`src/rtl/dmux_dispatch_if.sv`:
```
// Handshake bundle between the word source, the dispatcher and the 1-to-4 demux.
// The dispatcher uses the slave view; the word source/consumer side uses the master view.
interface dmux_dispatch_if #(
  parameter int DATA_W = 32,
  parameter int ADDR_W = 2
);
  logic [DATA_W-1:0] in_data;
  logic [1:0]        in_dest;
  logic              in_valid;
  logic              in_ready;
  logic              rr_mode;
  logic [3:0]        ch_ready;
  logic [DATA_W-1:0] dout;
  logic [1:0]        sel;
  logic              dout_valid;
  logic [ADDR_W:0]   count;

  modport slave (
    input  in_data, in_dest, in_valid, rr_mode, ch_ready,
    output in_ready, dout, sel, dout_valid, count
  );

  modport master (
    output in_data, in_dest, in_valid, rr_mode, ch_ready,
    input  in_ready, dout, sel, dout_valid, count
  );
endinterface

```
`src/rtl/dmux_dispatch.sv`:
```
// Buffers tagged words in a small FIFO and presents them one at a time on a
// registered din/sel pair, stalling until the addressed demux channel is ready.
module dmux_dispatch #(
  parameter int DATA_W = 32,
  parameter int DEPTH  = 4,
  parameter int ADDR_W = 2
) (
  input  logic            clk,
  input  logic            rst,
  dmux_dispatch_if.slave  bus
);
  typedef enum logic {IDLE, HOLD} state_t;

  localparam logic [ADDR_W:0]   FULL_CNT = (ADDR_W+1)'(DEPTH);
  localparam logic [ADDR_W:0]   CNT_ONE  = (ADDR_W+1)'(1);
  localparam logic [ADDR_W-1:0] PTR_ONE  = ADDR_W'(1);

  logic [DATA_W+1:0] mem_q [DEPTH];
  logic [ADDR_W-1:0] wr_ptr_q, rd_ptr_q;
  logic [ADDR_W:0]   count_q, count_d;
  logic [1:0]        rr_q, sel_q;
  logic [DATA_W-1:0] dout_q;
  state_t            state_q;

  logic              push, pop, accept;
  logic [DATA_W+1:0] head;

  assign bus.in_ready = (count_q != FULL_CNT);
  assign push         = bus.in_valid && bus.in_ready;
  assign accept       = (state_q == HOLD) && bus.ch_ready[sel_q];
  // The output register refills whenever it is empty or being drained this edge.
  assign pop          = (count_q != '0) && ((state_q == IDLE) || accept);
  assign head         = mem_q[rd_ptr_q];

  always_comb begin
    count_d = count_q;
    if (push && !pop) begin
      count_d = count_q + CNT_ONE;
    end else if (!push && pop) begin
      count_d = count_q - CNT_ONE;
    end
  end

  always_ff @(posedge clk) begin
    if (push) begin
      mem_q[wr_ptr_q] <= {bus.in_dest, bus.in_data};
    end
  end

  always_ff @(posedge clk or posedge rst) begin
    if (rst) begin
      wr_ptr_q <= '0;
      rd_ptr_q <= '0;
      count_q  <= '0;
      rr_q     <= 2'd0;
      sel_q    <= 2'd0;
      dout_q   <= '0;
      state_q  <= IDLE;
    end else begin
      count_q <= count_d;
      if (push) begin
        wr_ptr_q <= wr_ptr_q + PTR_ONE;
      end
      if (pop) begin
        rd_ptr_q <= rd_ptr_q + PTR_ONE;
        dout_q   <= head[DATA_W-1:0];
        state_q  <= HOLD;
        if (bus.rr_mode) begin
          sel_q <= rr_q;
          rr_q  <= rr_q + 2'd1;
        end else begin
          sel_q <= head[DATA_W+1:DATA_W];
        end
      end else if (accept) begin
        // sel keeps its last value so the demux select does not glitch when idle.
        dout_q  <= '0;
        state_q <= IDLE;
      end
    end
  end

  assign bus.dout       = dout_q;
  assign bus.sel        = sel_q;
  assign bus.dout_valid = (state_q == HOLD);
  assign bus.count      = count_q;
endmodule

```
`src/flat_wrapper.sv`:
```
// flat-port wrapper written by rule: the top's interface ports become plain ports
module dmux_dispatch_flat 
#(
  parameter int DATA_W = 32,
  parameter int DEPTH  = 4,
  parameter int ADDR_W = 2
)
  (clk, rst, bus_in_data, bus_in_dest, bus_in_valid, bus_rr_mode, bus_ch_ready, bus_in_ready, bus_dout, bus_sel, bus_dout_valid, bus_count);
  dmux_dispatch_if #(.DATA_W(DATA_W), .ADDR_W(ADDR_W)) bus_i ();
  input  logic clk;
  input  logic rst;
  input wire logic [$bits(bus_i.in_data)-1:0] bus_in_data;
  input wire logic [$bits(bus_i.in_dest)-1:0] bus_in_dest;
  input wire logic [$bits(bus_i.in_valid)-1:0] bus_in_valid;
  input wire logic [$bits(bus_i.rr_mode)-1:0] bus_rr_mode;
  input wire logic [$bits(bus_i.ch_ready)-1:0] bus_ch_ready;
  output wire logic [$bits(bus_i.in_ready)-1:0] bus_in_ready;
  output wire logic [$bits(bus_i.dout)-1:0] bus_dout;
  output wire logic [$bits(bus_i.sel)-1:0] bus_sel;
  output wire logic [$bits(bus_i.dout_valid)-1:0] bus_dout_valid;
  output wire logic [$bits(bus_i.count)-1:0] bus_count;
  assign bus_i.in_data = bus_in_data;
  assign bus_i.in_dest = bus_in_dest;
  assign bus_i.in_valid = bus_in_valid;
  assign bus_i.rr_mode = bus_rr_mode;
  assign bus_i.ch_ready = bus_ch_ready;
  assign bus_in_ready = bus_i.in_ready;
  assign bus_dout = bus_i.dout;
  assign bus_sel = bus_i.sel;
  assign bus_dout_valid = bus_i.dout_valid;
  assign bus_count = bus_i.count;
  dmux_dispatch #(.DATA_W(DATA_W), .DEPTH(DEPTH), .ADDR_W(ADDR_W)) u_core (.clk(clk), .rst(rst), .bus(bus_i));
endmodule
```
`config.mk`:
```
export PLATFORM = sky130hd
export DESIGN_NAME = dmux_dispatch_flat
export DESIGN_NICKNAME = d
export VERILOG_FILES = /design/src/rtl/dmux_dispatch_if.sv /design/src/rtl/dmux_dispatch.sv /design/src/flat_wrapper.sv
export SDC_FILE = /design/constraint.sdc
export NUM_CORES = 1
export LEC_CHECK = 0
export ABC_AREA = 0
export BUFFER_PORTS_ARGS = -buffer_cell sky130_fd_sc_hd__buf_2
export CELL_PAD_IN_SITES_DETAIL_PLACEMENT = 1
export CELL_PAD_IN_SITES_GLOBAL_PLACEMENT = 2
export CORE_ASPECT_RATIO = 0.9
export CORE_MARGIN = 2
export CORE_UTILIZATION = 29
export DETAILED_ROUTE_END_ITERATION = 6
export GPL_ROUTABILITY_DRIVEN = 0
export GPL_TIMING_DRIVEN = 0
export MAX_ROUTING_LAYER = met4
export PLACE_DENSITY_LB_ADDON = 0.15
export SLEW_MARGIN = 20
export SYNTH_ARGS = -nofsm -noshare
export SYNTH_HDL_FRONTEND = slang
export SYNTH_SLANG_ARGS = --single-unit
```
`constraint.sdc`:
```
create_clock -name clk -period 3.1 [get_ports clk]
set_input_delay 0.93 -clock clk [delete_from_list [all_inputs] [get_ports clk]]
set_output_delay 0.93 -clock clk [all_outputs]
set_load 0.01 [all_outputs]
```
==> results.json, run 1 <==
{
  "drt-total-wl_mm": 14.6,
  "ys_types": 32,
  "drt_iter0_markers": 169,
  "cts_repair_resize_count": 0,
  "via_per_inst": 4.54,
  "synth-edff-count": 136,
  "syn_inst": 315,
  "fin_crit_sh_pct": 88.0,
  "ys_seq_elements": 180,
  "final_cell_mix": "136 x edfxtp_1, 90 x buf_2, 44 x dfrtp_1, 32 x mux4_2, 32 x a22o_1",
  "die_x_um": 164,
  "multi_input_area_um2": 1410,
  "grtUsageTotal_pct": 13.3,
  "syn_area_um2": 6690,
  "cts_tree": "yes",
  "start_util_pct": 29.6,
  "fin_tns_setup_ps": 0,
  "hold_buffers": 0,
  "tightest_slew_ps": 770,
  "drt_pre_antenna_iters": 4,
  "setup_viol": 0,
  "cp_max_fo": 10,
  "hold_path_depth": 1,
  "ys.flop_type": "edfxtp_1",
  "antenna_found_initial": 1,
  "arrival_ps": 3050,
  "dieArea_um2": 24300,
  "grt_pass1_vias": 3753,
  "ff_latch_area_um2": 5180,
  "r2r-start": "u_core.bus.sel[0]$_DFFE_PP0P_",
  "ir_worst_vdd_v": 0.000355,
  "clk_latency_ps": 430,
  "r2r-end": "u_core.bus.count[1]$_DFFE_PP0P_",
  "syn2layout_area_growth_pct": 22.1,
  "fillCellCount": 2244,
  "die_y_um": 148,
  "seq_area_frac_synth_pct": 77.5,
  "drive_above_1_share_pct": 39.4,
  "rows": 52,
  "hpwl_mm": 9.33,
  "cp_data_required_time_ps": 3420,
  "status": "complete, no violations",
  "reg2reg_slack_ps": 440,
  "cts_max_level": 4,
  "synthArstFlopShare_pct": 24.4,
  "yosysWarningCount": 0,
  "grt_max_degree": 45,
  "ios": 81,
  "synth_nets": 363,
  "cts-root-buf": "clkbuf_16",
  "rsz0062_at_grt": "no",
  "clock.fmax_mhz": 367,
  "period_needed_ps": 2730,
  "crit_path_start_kind": "input pin",
  "clkTransAtPathRegs_ps": 70,
  "fin_skew_ps": 9.42,
  "maxSlewViolCount": 0,
  "synth.avg_cell_area_um2": 21.2,
  "clockBufferDepth": 2,
  "path_class": "input pin to flop",
  "drc": 0,
  "cts_setup_buffers": 0,
  "whs_ps": 484,
  "numCtsBuffers": 17,
  "ant_nets": 0,
  "grt-ovfl-total": 0,
  "grt_pass1_wl_mm": 22.5,
  "wl_per_cell_um": 20.0,
  "powerDensity_nw_per_um2": 1050,
  "end_kind": "flop",
  "r2r_cells": 8,
  "max-cap-violations": 0,
  "hold_path.startpoint": "u_core.rr_q[1]$_DFFE_PP0P_",
  "portBuffers": 80,
  "max_slew_margin_pct": 48.7,
  "dr_total_vias": 3309,
  "cts_sinks": 180,
  "core_um2": 22600,
  "min_to": "u_core.rr_q[1]$_DFFE_PP0P_",
  "nets": 466,
  "layout_commonest_cell": "edfxtp_1",
  "p_leak_nw": 3.02,
  "min_path_type": "flop to flop",
  "hold_viol_final": 0
}
-- registers in the layout (all words and copies together), names as in the netlist --
| register | flops |
|---|---|
| u_core.bus.count | 3 |
| u_core.rd_ptr_q | 2 |
| u_core.wr_ptr_q | 2 |
| u_core.bus.sel | 2 |
| u_core.bus.dout | 32 |
| u_core.rr_q | 2 |
| u_core.bus.dout_valid | 1 |
| u_core.mem_q | 136 |
-- routing by layer --
metal	track usage (%)	vias to the layer above	part of all wire [%]
li1	-	1486	-
met1	16.7	1745	46
met2	21.0	64	49
met3	3.57	14	4.0
met4	4.34	0	1.1
met5	-	-	0
-- critical path, stage by stage --
cell and delay [ps]:
buf_2 70, mux2i_1 100, a221oi_2 520, buf_2 380, inv_1 80, ha_1 220
inv_1 70, fa_1 400, mux2_2 260
-- through the flow --
| stage | power, mW | instance area (um2) | setup WS (ps) | utilization (%) | cells |
|---|---|---|---|---|---|
| after global placement | 6.40 | 7460 | -124 | 33.0 | 692 |
| after global routing | 9.09 | 8170 | 187 | 36.2 | 729 |
| after CTS | 8.78 | 8160 | 334 | 36.2 | 728 |
| after detailed placement | 6.51 | 7550 | -133 | 33.4 | 696 |
| final | 8.57 | 8170 | 373 | 36.2 | 729 |
| after floorplan | 5.42 | 6690 | 436 | - | 315 |
-- cell type report --
| cell class | instances | share of cell area [%] |
|---|---|---|
| flip-flops and latches | 180 | 63.5 |
| multi-input cells | 114 | 17.2 |
| repair buffers | 84 | 5.88 |
| clock buffers | 17 | 5.21 |
| well taps | 297 | 4.55 |
| clock inverters | 15 | 2.36 |
| plain buffers | 15 | 0.935 |
| inverters | 6 | 0.306 |
| diodes | 1 | 0.0306 |
-- cells by family after synthesis --
group / count (synthesis) / share of synthesized area [%]
DFF: 180 / 77.5
muxes: 41 / 12.2
AOI/OAI and AO/OA: 39 / 4.98
buffers and inverters: 21 / 1.48
and+or+nand+nor: 20 / 1.50
xor gates and xnor gates: 8 / 1.05
adders and majority gates: 6 / 1.24
-- where the power goes --
part / leakage [nW] / internal [mW] / total, mW / switching, mW
clock network: 0.295 / 1.29 / 2.24 / 0.949
registers: 1.77 / 3.31 / 3.59 / 0.284
logic: 0.955 / 1.27 / 2.74 / 1.47
-- cell usage after synthesis, drive strengths merged (2+ instances only) --
cell	n	share of area, %
a221oi	2	0.36
a22o	32	4.2
edfxtp	136	61
and3	4	0.37
dfrtp	44	16
nand2	4	0.22
clkbuf	2	0.11
mux4	32	11
xor2	3	0.39
mux2	5	0.84
and2	2	0.19
a21oi	2	0.15
inv	6	0.34
ha	5	0.94
buf	13	1.0
xnor2	5	0.65
nor2	5	0.28
mux2i	4	0.60
-- worst max path at each step --
stage / startpoint / endpoint / slack (ps) / cells after the start
floorplan: bus_ch_ready[3] / u_core.bus.count[1]$_DFFE_PP0P_ / 440 / 8
global placement: bus_ch_ready[3] / u_core.bus.count[1]$_DFFE_PP0P_ / -120 / 9
detailed placement: bus_ch_ready[3] / u_core.bus.count[1]$_DFFE_PP0P_ / -130 / 9
CTS: bus_ch_ready[3] / u_core.bus.count[1]$_DFFE_PP0P_ / 330 / 9
global route: bus_ch_ready[3] / u_core.bus.count[1]$_DFFE_PP0P_ / 190 / 9
finish: bus_ch_ready[3] / u_core.bus.count[1]$_DFFE_PP0P_ / 370 / 9
Power figures use the tool's default switching activity.
==> inputs of run 2 (changes only) <==
clock period = 2.35 ns   (was 3.1 ns; I/O delays follow)
==> run 2 against run 1 <==
Effect of this change: design area is 1.3% higher; critical path depth down 1; non-clock buffer count is 3 higher; sequential power grew 32%; count of clock-buffer cells in the layout up 1; sequential share of layout area shrank 0.76 points; global-route usage grew 0.19 points; utilization is 0.47 points higher; register-to-register slack worse by 340 ps; critical endpoint unchanged.
==> results.json, run 2 (synthesis gave the netlist of run 1 again) <==
{
  "status": "complete, no violations",
  "drt_pre_antenna_iters": 4,
  "max-cap-violations": 0,
  "fin_crit_sh_pct": 95.6,
  "max_stage_delay_ps": 460,
  "antenna_found_initial": 2,
  "crit_chain": "mux2i_4 -> a221oi_4 -> buf_6 -> inv_2 -> ha_2 -> inv_2 -> fa_1 -> mux2_2",
  "largest_reg_flops": 136,
  "setup_viol": 0,
  "drt-total-wl_mm": 14.7,
  "reg2reg_slack_ps": 100,
  "cp_max_fo": 4,
  "cts_sinks": 180,
  "crit_start": "u_core.bus.sel[0]$_DFFE_PP0P_",
  "drt_iter0_markers": 148,
  "dieArea_um2": 24300,
  "end_kind": "flop",
  "cts_tree": "yes",
  "arrival_ps": 2550,
  "rsz0062_at_grt": "no",
  "rows": 52,
  "via_per_inst": 4.56,
  "start_util_pct": 29.6,
  "grt_max_degree": 45,
  "cts_max_level": 4,
  "syn2layout_area_growth_pct": 23.7,
  "hold_buffers": 0,
  "stdcell_count": 733,
  "cp_data_required_time_ps": 2660,
  "r2r-end": "u_core.bus.count[1]$_DFFE_PP0P_",
  "post_dp_cell_area_um2": 7570,
  "grtUsageTotal_pct": 13.5,
  "powerDensity_nw_per_um2": 1390,
  "hpwl_mm": 9.30,
  "ir_worst_vdd_v": 0.000446,
  "drc": 0,
  "final_cell_mix": "136 x edfxtp_1, 89 x buf_2, 41 x dfrtp_1, 32 x mux4_2, 32 x a22o_1",
  "tightest_slew_ps": 733,
  "wl_per_cell_um": 20.1,
  "use_met1_pct": 17.6,
  "placedCellCount": 696,
  "grt_pass1_wl_mm": 22.7,
  "cp_common_cell": "inv_2",
  "grt_util_met3_pct": 3.51,
  "r2r_cells": 8,
  "core_um2": 22600,
  "max_slew_margin_pct": 51.1,
  "portBuffers": 80,
  "finalPower_mw": 11.5,
  "cts-root-buf": "clkbuf_16",
  "busiest_layer": "met2",
  "hold_viol_final": 0,
  "fin_skew_ps": 11.9,
  "r2r-start": "u_core.bus.sel[0]$_DFFE_PP0P_",
  "stdcell_area_um2": 8270,
  "path_class": "flop to flop",
  "dr_total_vias": 3346,
  "min_path_type": "input pin to async pin",
  "clock.fmax_mhz": 445,
  "nets": 469,
  "ant_nets": 0,
  "cp_slowest_cell": "dfrtp_2",
  "fin_tns_setup_ps": 0,
  "clk_latency_ps": 420,
  "clkTransAtPathRegs_ps": 70,
  "maxSlewViolCount": 0,
  "die_y_um": 148,
  "period_needed_ps": 2250,
  "layout_commonest_cell": "edfxtp_1",
  "whs_ps": 389,
  "p_leak_nw": 3.05,
  "drive_above_1_share_pct": 41.7,
  "crit_path_start_kind": "flop",
  "grt-ovfl-total": 0,
  "grt_pass1_vias": 3746,
  "die_x_um": 164,
  "clockBufferDepth": 2,
  "ios": 81,
  "numCtsBuffers": 17,
  "top_register": "u_core.mem_q",
  "use_met2_pct": 21.2
}
## run 2: worst max path at each step
stage                                                 end  cells after the start  slack, ps
final                     u_core.bus.count[1]$_DFFE_PP0P_                      8        100
after global routing      u_core.bus.count[1]$_DFFE_PP0P_                      8         10
after CTS                 u_core.bus.count[2]$_DFFE_PP0P_                     10         30
after detailed placement  u_core.bus.count[1]$_DFFE_PP0P_                      9       -520
after global placement      u_core.mem_q[0][11]$_DFFE_PP_                      2       -630
after floorplan           u_core.bus.count[1]$_DFFE_PP0P_                      8          8
## run 2: through the flow
stage                     util, %  worst slack [ps]
after floorplan                 -              7.65
after detailed placement     33.5              -522
after global routing         36.6              10.5
final                        36.6               104
after CTS                    36.5              31.6
after global placement       33.1              -629
## run 2: cell type report
type                       count  area, um2
fill                        2245      14300
sequential                   180       5190
multi-input combinational    114       1460
timing repair buffer          87        518
clock buffer                  18        429
tap                          297        372
clock inverter                14        194
buffer                        15       82.6
inverter                       6       25.0
antenna                        2       5.00
## run 2: timing repair
action                                  CTS  global route
setup buffers                             3             0
cloned                                    0             0
pin swaps                                 1             1
endpoints found under the setup margin    2             2
gates resized for setup                   5             7
## run 2: power by group
group	leakage (nW)	switching [mW]	internal, mW	total, mW
Clock	0.296	1.25	1.71	2.95
Combinational	0.980	2.00	1.81	3.81
Sequential	1.77	0.381	4.37	4.75
## run 2: critical path: cells and delay by family (launching register included)
family / cells / cell delay (ps)
fa+ha+maj: 2 / 580
mux: 2 / 480
flops: 1 / 460
compound gates: 1 / 350
buf+inv: 3 / 260
## run 2: per-layer routing
layer  share of wire, %  up-vias
met2                 49       62
met3                3.9        9
met4               0.76        0
met1                 46     1780
li1                   -     1495
met5                  0        -
